**src/rtl/subword_capture_fifo.sv**
```systemverilog
// ============================================================================
// Module      : subword_capture_fifo
// Description : Strobed capture of a transform sub-word into a show-ahead
//               FIFO with valid/ready output, change counter, overflow flag.
// Revision    : 1.0 - initial release
// ============================================================================
`default_nettype none

module subword_capture_fifo #(
    parameter int WD    = 4,
    parameter int DEPTH = 4,
    parameter int CNTW  = 8
) (
    input  logic                     CLK,
    input  logic                     RSTX,
    input  logic                     clr,
    input  logic                     sample_en,
    input  logic [WD-1:0]            din,
    output logic                     out_valid,
    input  logic                     out_ready,
    output logic [WD-1:0]            dout,
    output logic [$clog2(DEPTH):0]   level,
    output logic                     full,
    output logic                     overflow,
    output logic [CNTW-1:0]          chg_cnt
);

    localparam int c_AW = $clog2(DEPTH);
    localparam int c_LW = c_AW + 1;

    logic [WD-1:0]   mem_q [DEPTH];
    logic [WD-1:0]   mem_d [DEPTH];
    logic [c_AW-1:0] wr_ptr_q, wr_ptr_d;
    logic [c_AW-1:0] rd_ptr_q, rd_ptr_d;
    logic [c_LW-1:0] level_q, level_d;
    logic            overflow_q, overflow_d;
    logic [CNTW-1:0] chg_q, chg_d;
    logic            prev_valid_q, prev_valid_d;
    logic [WD-1:0]   prev_word_q, prev_word_d;

    logic            w_empty;
    logic            w_full;
    logic            w_pop;
    logic            w_push;
    logic [c_AW-1:0] w_last_ptr;

    assign w_empty    = (level_q == '0);
    assign w_full     = (level_q == c_LW'(DEPTH));
    assign w_pop      = ~w_empty & out_ready;
    assign w_push     = sample_en & (~w_full | w_pop);
    assign w_last_ptr = rd_ptr_q - c_AW'(1);

    always_comb begin
        mem_d        = mem_q;
        wr_ptr_d     = wr_ptr_q;
        rd_ptr_d     = rd_ptr_q;
        level_d      = level_q;
        overflow_d   = overflow_q;
        chg_d        = chg_q;
        prev_valid_d = prev_valid_q;
        prev_word_d  = prev_word_q;

        if (clr) begin
            // Collapse the read side onto the write side so dout keeps
            // showing the most recently written word while empty.
            rd_ptr_d     = wr_ptr_q;
            level_d      = '0;
            overflow_d   = 1'b0;
            chg_d        = '0;
            prev_valid_d = 1'b0;
        end else begin
            if (w_push) begin
                mem_d[wr_ptr_q] = din;
                wr_ptr_d        = wr_ptr_q + c_AW'(1);
                if (prev_valid_q && (din != prev_word_q) && (chg_q != {CNTW{1'b1}}))
                    chg_d = chg_q + CNTW'(1);
                prev_word_d  = din;
                prev_valid_d = 1'b1;
            end
            if (w_pop)
                rd_ptr_d = rd_ptr_q + c_AW'(1);
            if (w_push && !w_pop)
                level_d = level_q + c_LW'(1);
            else if (w_pop && !w_push)
                level_d = level_q - c_LW'(1);
            if (sample_en && w_full && !w_pop)
                overflow_d = 1'b1;
        end
    end

    always_ff @(posedge CLK or negedge RSTX) begin
        if (!RSTX) begin
            for (int i = 0; i < DEPTH; i++)
                mem_q[i] <= '0;
            wr_ptr_q     <= '0;
            rd_ptr_q     <= '0;
            level_q      <= '0;
            overflow_q   <= 1'b0;
            chg_q        <= '0;
            prev_valid_q <= 1'b0;
            prev_word_q  <= '0;
        end else begin
            mem_q        <= mem_d;
            wr_ptr_q     <= wr_ptr_d;
            rd_ptr_q     <= rd_ptr_d;
            level_q      <= level_d;
            overflow_q   <= overflow_d;
            chg_q        <= chg_d;
            prev_valid_q <= prev_valid_d;
            prev_word_q  <= prev_word_d;
        end
    end

    assign out_valid = ~w_empty;
    assign dout      = w_empty ? mem_q[w_last_ptr] : mem_q[rd_ptr_q];
    assign level     = level_q;
    assign full      = w_full;
    assign overflow  = overflow_q;
    assign chg_cnt   = chg_q;

endmodule

`default_nettype wire

```
**config.mk**
```make
export PLATFORM = sky130hd
export DESIGN_NAME = subword_capture_fifo
export DESIGN_NICKNAME = d
export VERILOG_FILES = /design/src/rtl/subword_capture_fifo.sv
export SDC_FILE = /design/constraint.sdc
export NUM_CORES = 1
export LEC_CHECK = 0
export ABC_AREA = 1
export CORE_ASPECT_RATIO = 0.5
export CORE_MARGIN = 3
export CORE_UTILIZATION = 60
export CTS_CLUSTER_SIZE = 14
export DETAILED_ROUTE_END_ITERATION = 8
export GPL_TIMING_DRIVEN = 0
export PLACE_DENSITY = 0.85
export SKIP_LAST_GASP = 1
export SLEW_MARGIN = 20
export SYNTH_ARGS = -nofsm -noshare
export SYNTH_HDL_FRONTEND = slang
export SYNTH_SLANG_ARGS = --single-unit
```
**constraint.sdc**
```tcl
create_clock -name CLK -period 3 [get_ports CLK]
set_input_delay 0.3 -clock CLK [delete_from_list [all_inputs] [get_ports CLK]]
set_output_delay 0.3 -clock CLK [all_outputs]
set_load 0.02 [all_outputs]
```
### Word-level counts from Yosys, hierarchy flattened

Index checks and enable logic that the tools add are counted.
W data, S select, Z words.

* add/subtract/negate cells: 6
* $lt $le $gt $ge: 4
* equality and inequality tests: 3
* multiplexer cells: 22
* bitwise operators: 9
* reduce and logical (&&, ||, !) cells: 17

Operators with widths (count)
* $mux W4: 6
* $mux W8: 3
* $bmux W4 S2: 2
* $bwmux W16: 1
* $ge A3 B3 Y1 const B: 3
* $mux W3: 3
* $not A2 Y3: 3
* $add A8 B1 Y8 const B: 1
* $demux W4 S2: 1
* $ne A8 B8 Y1 const B: 1
* $reduce_bool A2 Y1: 4
* $logic_and A1 B1 Y1: 7
* $add A2 B1 Y2 const B: 2
* $mux W1: 4
* $mux W2: 2
* $ne A4 B4 Y1: 1
* $reduce_and A2 Y1: 2
* $add A3 B1 Y3 const B: 1
* $eq A3 B3 Y1 const B: 1
* $logic_not A3 Y1: 1
* $lt A3 B1 Y1 const B: 1
* $not A1 Y1: 3
* $reduce_bool A3 Y1: 1
* $sub A3 B1 Y3 const B: 1
* 4 further kinds: 6

* flip-flop bits (word level): 37
* bits of input ports: 9

### Longest topological paths before layout

* depth after elaboration: 10
* mapped depth: 12
* gate-level depth less buffers: 12

### Worst setup path before layout

Ideal clock, no wire load.

* path kind: flip-flop to flip-flop
* start point: register level_q[0] (netlist: level[0])
* end point: register level_q[1] (netlist: level[1])
* setup time: 0.083 ns
* arrival time: 1.907 ns
* required time: 2.917 ns
* path slack: 1.011 ns
* stages on the path, launching flop included: 9
* clock period less this slack: 1.989 ns
* cell sequence: dfrtp_1 > nor2_2 > nand2_2 > nand2_4 > inv_2 > nor2_2 > fa_1 > or2_2 > o21ai_0

* longest elaborated chain between the ends: 8
* elaborated cells on any way between the ends: 17
* those cells by class: 2 x add/sub; 1 x eq/ne; 3 x mux; 5 x bitwise; 6 x reduce/logical

RTL lines
* start, declared: line 35 `logic [c_LW-1:0] level_q, level_d;`
* start signal, assigned: line 106 `level_q <= level_d;`
* $logic_not A3 Y1 (*): line 47 `assign w_empty = (level_q == '0);`
* $not A1 Y1 (*)
* named net out_valid: line 19 `output logic out_valid,`
* $and A1 B1 Y1 (*): line 49 `assign w_pop = ~w_empty & out_ready;`
* $or A1 B1 Y1: line 50 `assign w_push = sample_en & (~w_full | w_pop);`
* $and A1 B1 Y1: line 50
* $logic_and A1 B1 Y1 or $logic_not A1 Y1 (tied branches): line 82, 84
* $mux W3 or $logic_and A1 B1 Y1 (tied branches): line 82, 84
* $mux W3 or $reduce_bool A3 Y1 (tied branches)

The timed path passes the listed nets; every way through them passes the cells marked *. The select of a mux whose other input is x is not followed.
A chain may end at the register's enable or synchronous reset.

### Worst setup path in the final report

* start point: register rd_ptr_q[1]
* end point: output port dout[3]

* longest elaborated chain between the ends: 6
* elaborated cells on any way between the ends: 10
* those cells by class: 1 x add/sub; 7 x mux; 2 x bitwise

RTL lines
* start, declared: line 34 `logic [c_AW-1:0] rd_ptr_q, rd_ptr_d;`
* start signal, assigned: line 105 `rd_ptr_q <= rd_ptr_d;`
* $sub A2 B1 Y2: line 51 `assign w_last_ptr = rd_ptr_q - c_AW'(1);`
* $not A2 Y3 (implied by the code): line 115 `assign dout = w_empty ? mem_q[w_last_ptr] : mem_q[rd_ptr_q];`
* $bmux W4 S2: line 115
* $mux W4 (implied by the code) (2 in series): line 115
* $mux W4 (*): line 115
* end, declared: line 21 `output logic [WD-1:0] dout,`

Every way passes the cells marked *; elsewhere a longest branch is shown, timed or not. The select of a mux whose other input is x is not followed.

==> results.py <==
metrics = {
    "outcome": {
        "outcome": "finished, final reports clean",
    },
    "grt": {
        "grt-ovfl-total": 0,
        "antenna_found_initial": 0,
        "grt_max_degree": 33,
        "grt_pass1_wl_mm": 9.20,
        "grt_pass1_vias": 2132,
        "grt_use_total_pct": 25.6,
    },
    "clock_network": {
        "ctsLongestPathBuffers": 2,
        "post_cts_resized": 0,
        "post_cts_buffers": 0,
        "hold_buffers": 1,
        "path_clk_slew_ps": 70,
        "numCtsBuffers": 5,
        "clk_latency_ps": 280,
        "cts_tree": "built",
        "cts_sinks": 37,
        "root_buffer": "clkbuf_8",
        "h-tree-depth": 2,
    },
    "layout": {
        "n_fill_cell": 214,
        "layout-drive-gt1-share_pct": 9.45,
        "multiInputGateArea_um2": 1070,
        "fin_nets": 343,
        "areaGrowthSynthToFinish_pct": 19.6,
        "fin_util_pct": 81.2,
        "instances_no_fill": 376,
        "n_antenna_cell": 0,
        "regArea_um2": 926,
    },
    "setup_path": {
        "crit_type": "register to primary output",
        "critPathMaxFanout": 8,
        "path_buf_inv": 4,
        "r2r_cells": 8,
        "crit_path_end_kind": "primary output",
        "slowest_delay_ps": 630,
        "start_kind": "register",
        "cp_cell_sequence": "buf_2, inv_2, nand2_1, inv_1, a21oi_1, nor2_1, a31oi_1, clkdlybuf4s50_1",
        "r2r-end": "level[1]",
        "crit_family": "buffers and inverters",
        "slowest_stage": "clkdlybuf4s50_1",
        "worstPathArrival_ps": 2290,
        "crit_required_ps": 2700,
        "r2r_setup_slack_ps": 990,
        "timing.rr.start": "level[0]",
    },
    "route": {
        "drc": 0,
        "dr.pass1.iters": 5,
        "vias": 2087,
        "wl_per_cell_um": 14.2,
        "antenna_left": 0,
        "avgViaCountPerCell": 5.55,
        "totalWireLength_mm": 5.34,
        "first_iter_violations": 93,
    },
    "floorplanning": {
        "rows": 14,
        "die-area_um2": 4470,
        "io_pins": 27,
        "fp.dieH_um": 48.8,
        "start_util_pct": 67.9,
        "fp.coreArea_um2": 3240,
        "fp.dieW_um": 91.6,
    },
    "logic_synthesis": {
        "ys_top_cells_by_count": "nand2_1 (81), inv_1 (42), dfrtp_1 (37), o21ai_0 (31), a21oi_1 (19)",
        "synth.distinct_cells": 33,
        "yosys-top-cells-area": "dfrtp_1 (42%), nand2_1 (14%), inv_1 (7.2%)",
        "ys_ff_latch": 37,
        "synth_nets": 308,
        "ys_async_sr_fraction_pct": 100,
        "yosysTopAreaCell": "dfrtp_1",
        "ys_seq_area_share_pct": 42.1,
        "post-synth-top-count-cell": "nand2_1",
        "synth_edf_count": 0,
        "syn_inst": 293,
        "syn_avg_cell_area_um2": 7.51,
        "yosysTopAreaCellShare_pct": 42.1,
        "ys.flop_type": "dfrtp_1",
        "syn_area_um2": 2200,
        "yosysWarnings": 0,
    },
    "timing": {
        "worst_pin_slew_ps": 417,
        "skew_ps": 9.08,
        "timing.fmax_ghz": 0.386,
        "hold_violations": 0,
        "fin_crit_ps": 2590,
        "setup_viol_count_final": 0,
        "rsz0062_at_grt": "no",
        "fin_tns_setup_ps": 0,
        "maxSlewViolCount": 0,
        "layout_worst_path_cycle_share_pct": 86.3,
        "final.setup.worst_slack_ps": 410,
        "relSlewSlack_pct": 72.2,
    },
    "pwr": {
        "ir_worst_vdd_uv": 412,
        "leakage_nw": 1.28,
        "p_per_area_nw_per_um2": 900,
        "power.total_mw": 2.37,
    },
    "worst_hold_path": {
        "min_path_type": "input pin to asynchronous set/reset pin",
    },
    "placement": {
        "place_ws_ps": 769,
        "dp_cells": 368,
        "port_buffers": 26,
        "place_congestion": 0.877,
        "place_hpwl_mm": 3.82,
    },
    "run": {
        "drv_cap": 0,
    },
}
## registers in the layout, summed over array words and instances (netlist names)
name          flops
level             3
wr_ptr_q          2
chg_cnt           8
overflow          1
prev_valid_q      1
rd_ptr_q          2
prev_word_q       4
mem_q            16
## cell usage in the layout (no fill, tap or decap), drive strengths merged
master,instances
and3,1
inv,45
o211ai,2
fa,1
a22oi,1
xor2,4
or2,1
nor2,25
ha,5
nand4,2
dlygate4sd3,1
a31oi,1
dfrtp,37
a21oi,20
clkbuf,10
clkdlybuf4s50,25
xnor2,1
o21ai,34
nand2,86
buf,5
o21bai,1
o22ai,3
o221ai,1
nor3,3
nand3,13
## cell type report
| class | instances | area share, % |
|---|---|---|
| Inverter | 45 | 6.42 |
| Clock buffer | 7 | 3.28 |
| Sequential cell | 37 | 35.2 |
| Timing Repair Buffer | 28 | 10.8 |
| Buffer | 6 | 1.24 |
| Multi-Input combinational cell | 205 | 40.8 |
| Tap cell | 48 | 2.28 |
## worst reg2reg max path: cells and delay by family (launching register included)
| family | cells | cell delay, ps |
|---|---|---|
| and+or+nand+nor | 5 | 850 |
| buffers and inverters | 1 | 50 |
| AOI/OAI and AO/OA | 1 | 150 |
| DFF | 1 | 440 |
| adders and majority gates | 1 | 430 |
## worst max path at each step
stage,depth (start not counted),endpoint,slack [ps],start
6_report,8,dout[3],410,rd_ptr_q[1]
5_1_grt,8,dout[3],320,rd_ptr_q[1]
4_1_cts,8,dout[3],450,rd_ptr_q[1]
3_5_place_dp,8,dout[3],770,rd_ptr_q[1]
3_3_place_gp,1,level[0],760,RSTX
2_1_floorplan,8,level[1],1010,level[0]
## per-layer routing
metal | wire length, um | global-route usage [%] | up-vias
li1 | - | - | 1000
met1 | 2300 | 32.5 | 964
met2 | 2490 | 42.8 | 107
met3 | 447 | 6.47 | 16
met4 | 104 | 9.25 | 0
met5 | 0 | 0 | -
## logic make-up (layout without fill, tap and decap cells)
kind of cell    count (synthesis)  in the layout  share of synthesized area (%)
compound gates                 63             63                           15.4
xor+xnor                        5              5                           1.99
fa+ha+maj                       6              6                           3.75
buf+inv                        51             86                           9.16
flops                          37             37                           42.1
simple gates                  131            131                           27.6
## report_power, final
group / total, mW / internal (mW) / switching (mW)
clock: 0.348 / 0.182 / 0.166
combinational: 1.23 / 0.473 / 0.757
sequential: 0.790 / 0.668 / 0.123
## metrics by stage
step	hold slack, ps	area, um2
2_1_floorplan	4.41	2200
5_1_grt	399	2630
3_5_place_dp	141	2530
4_1_cts	387	2630
3_3_place_gp	489	2520
6_report	384	2630
Note: power is estimated with default switching activity, not from simulation.
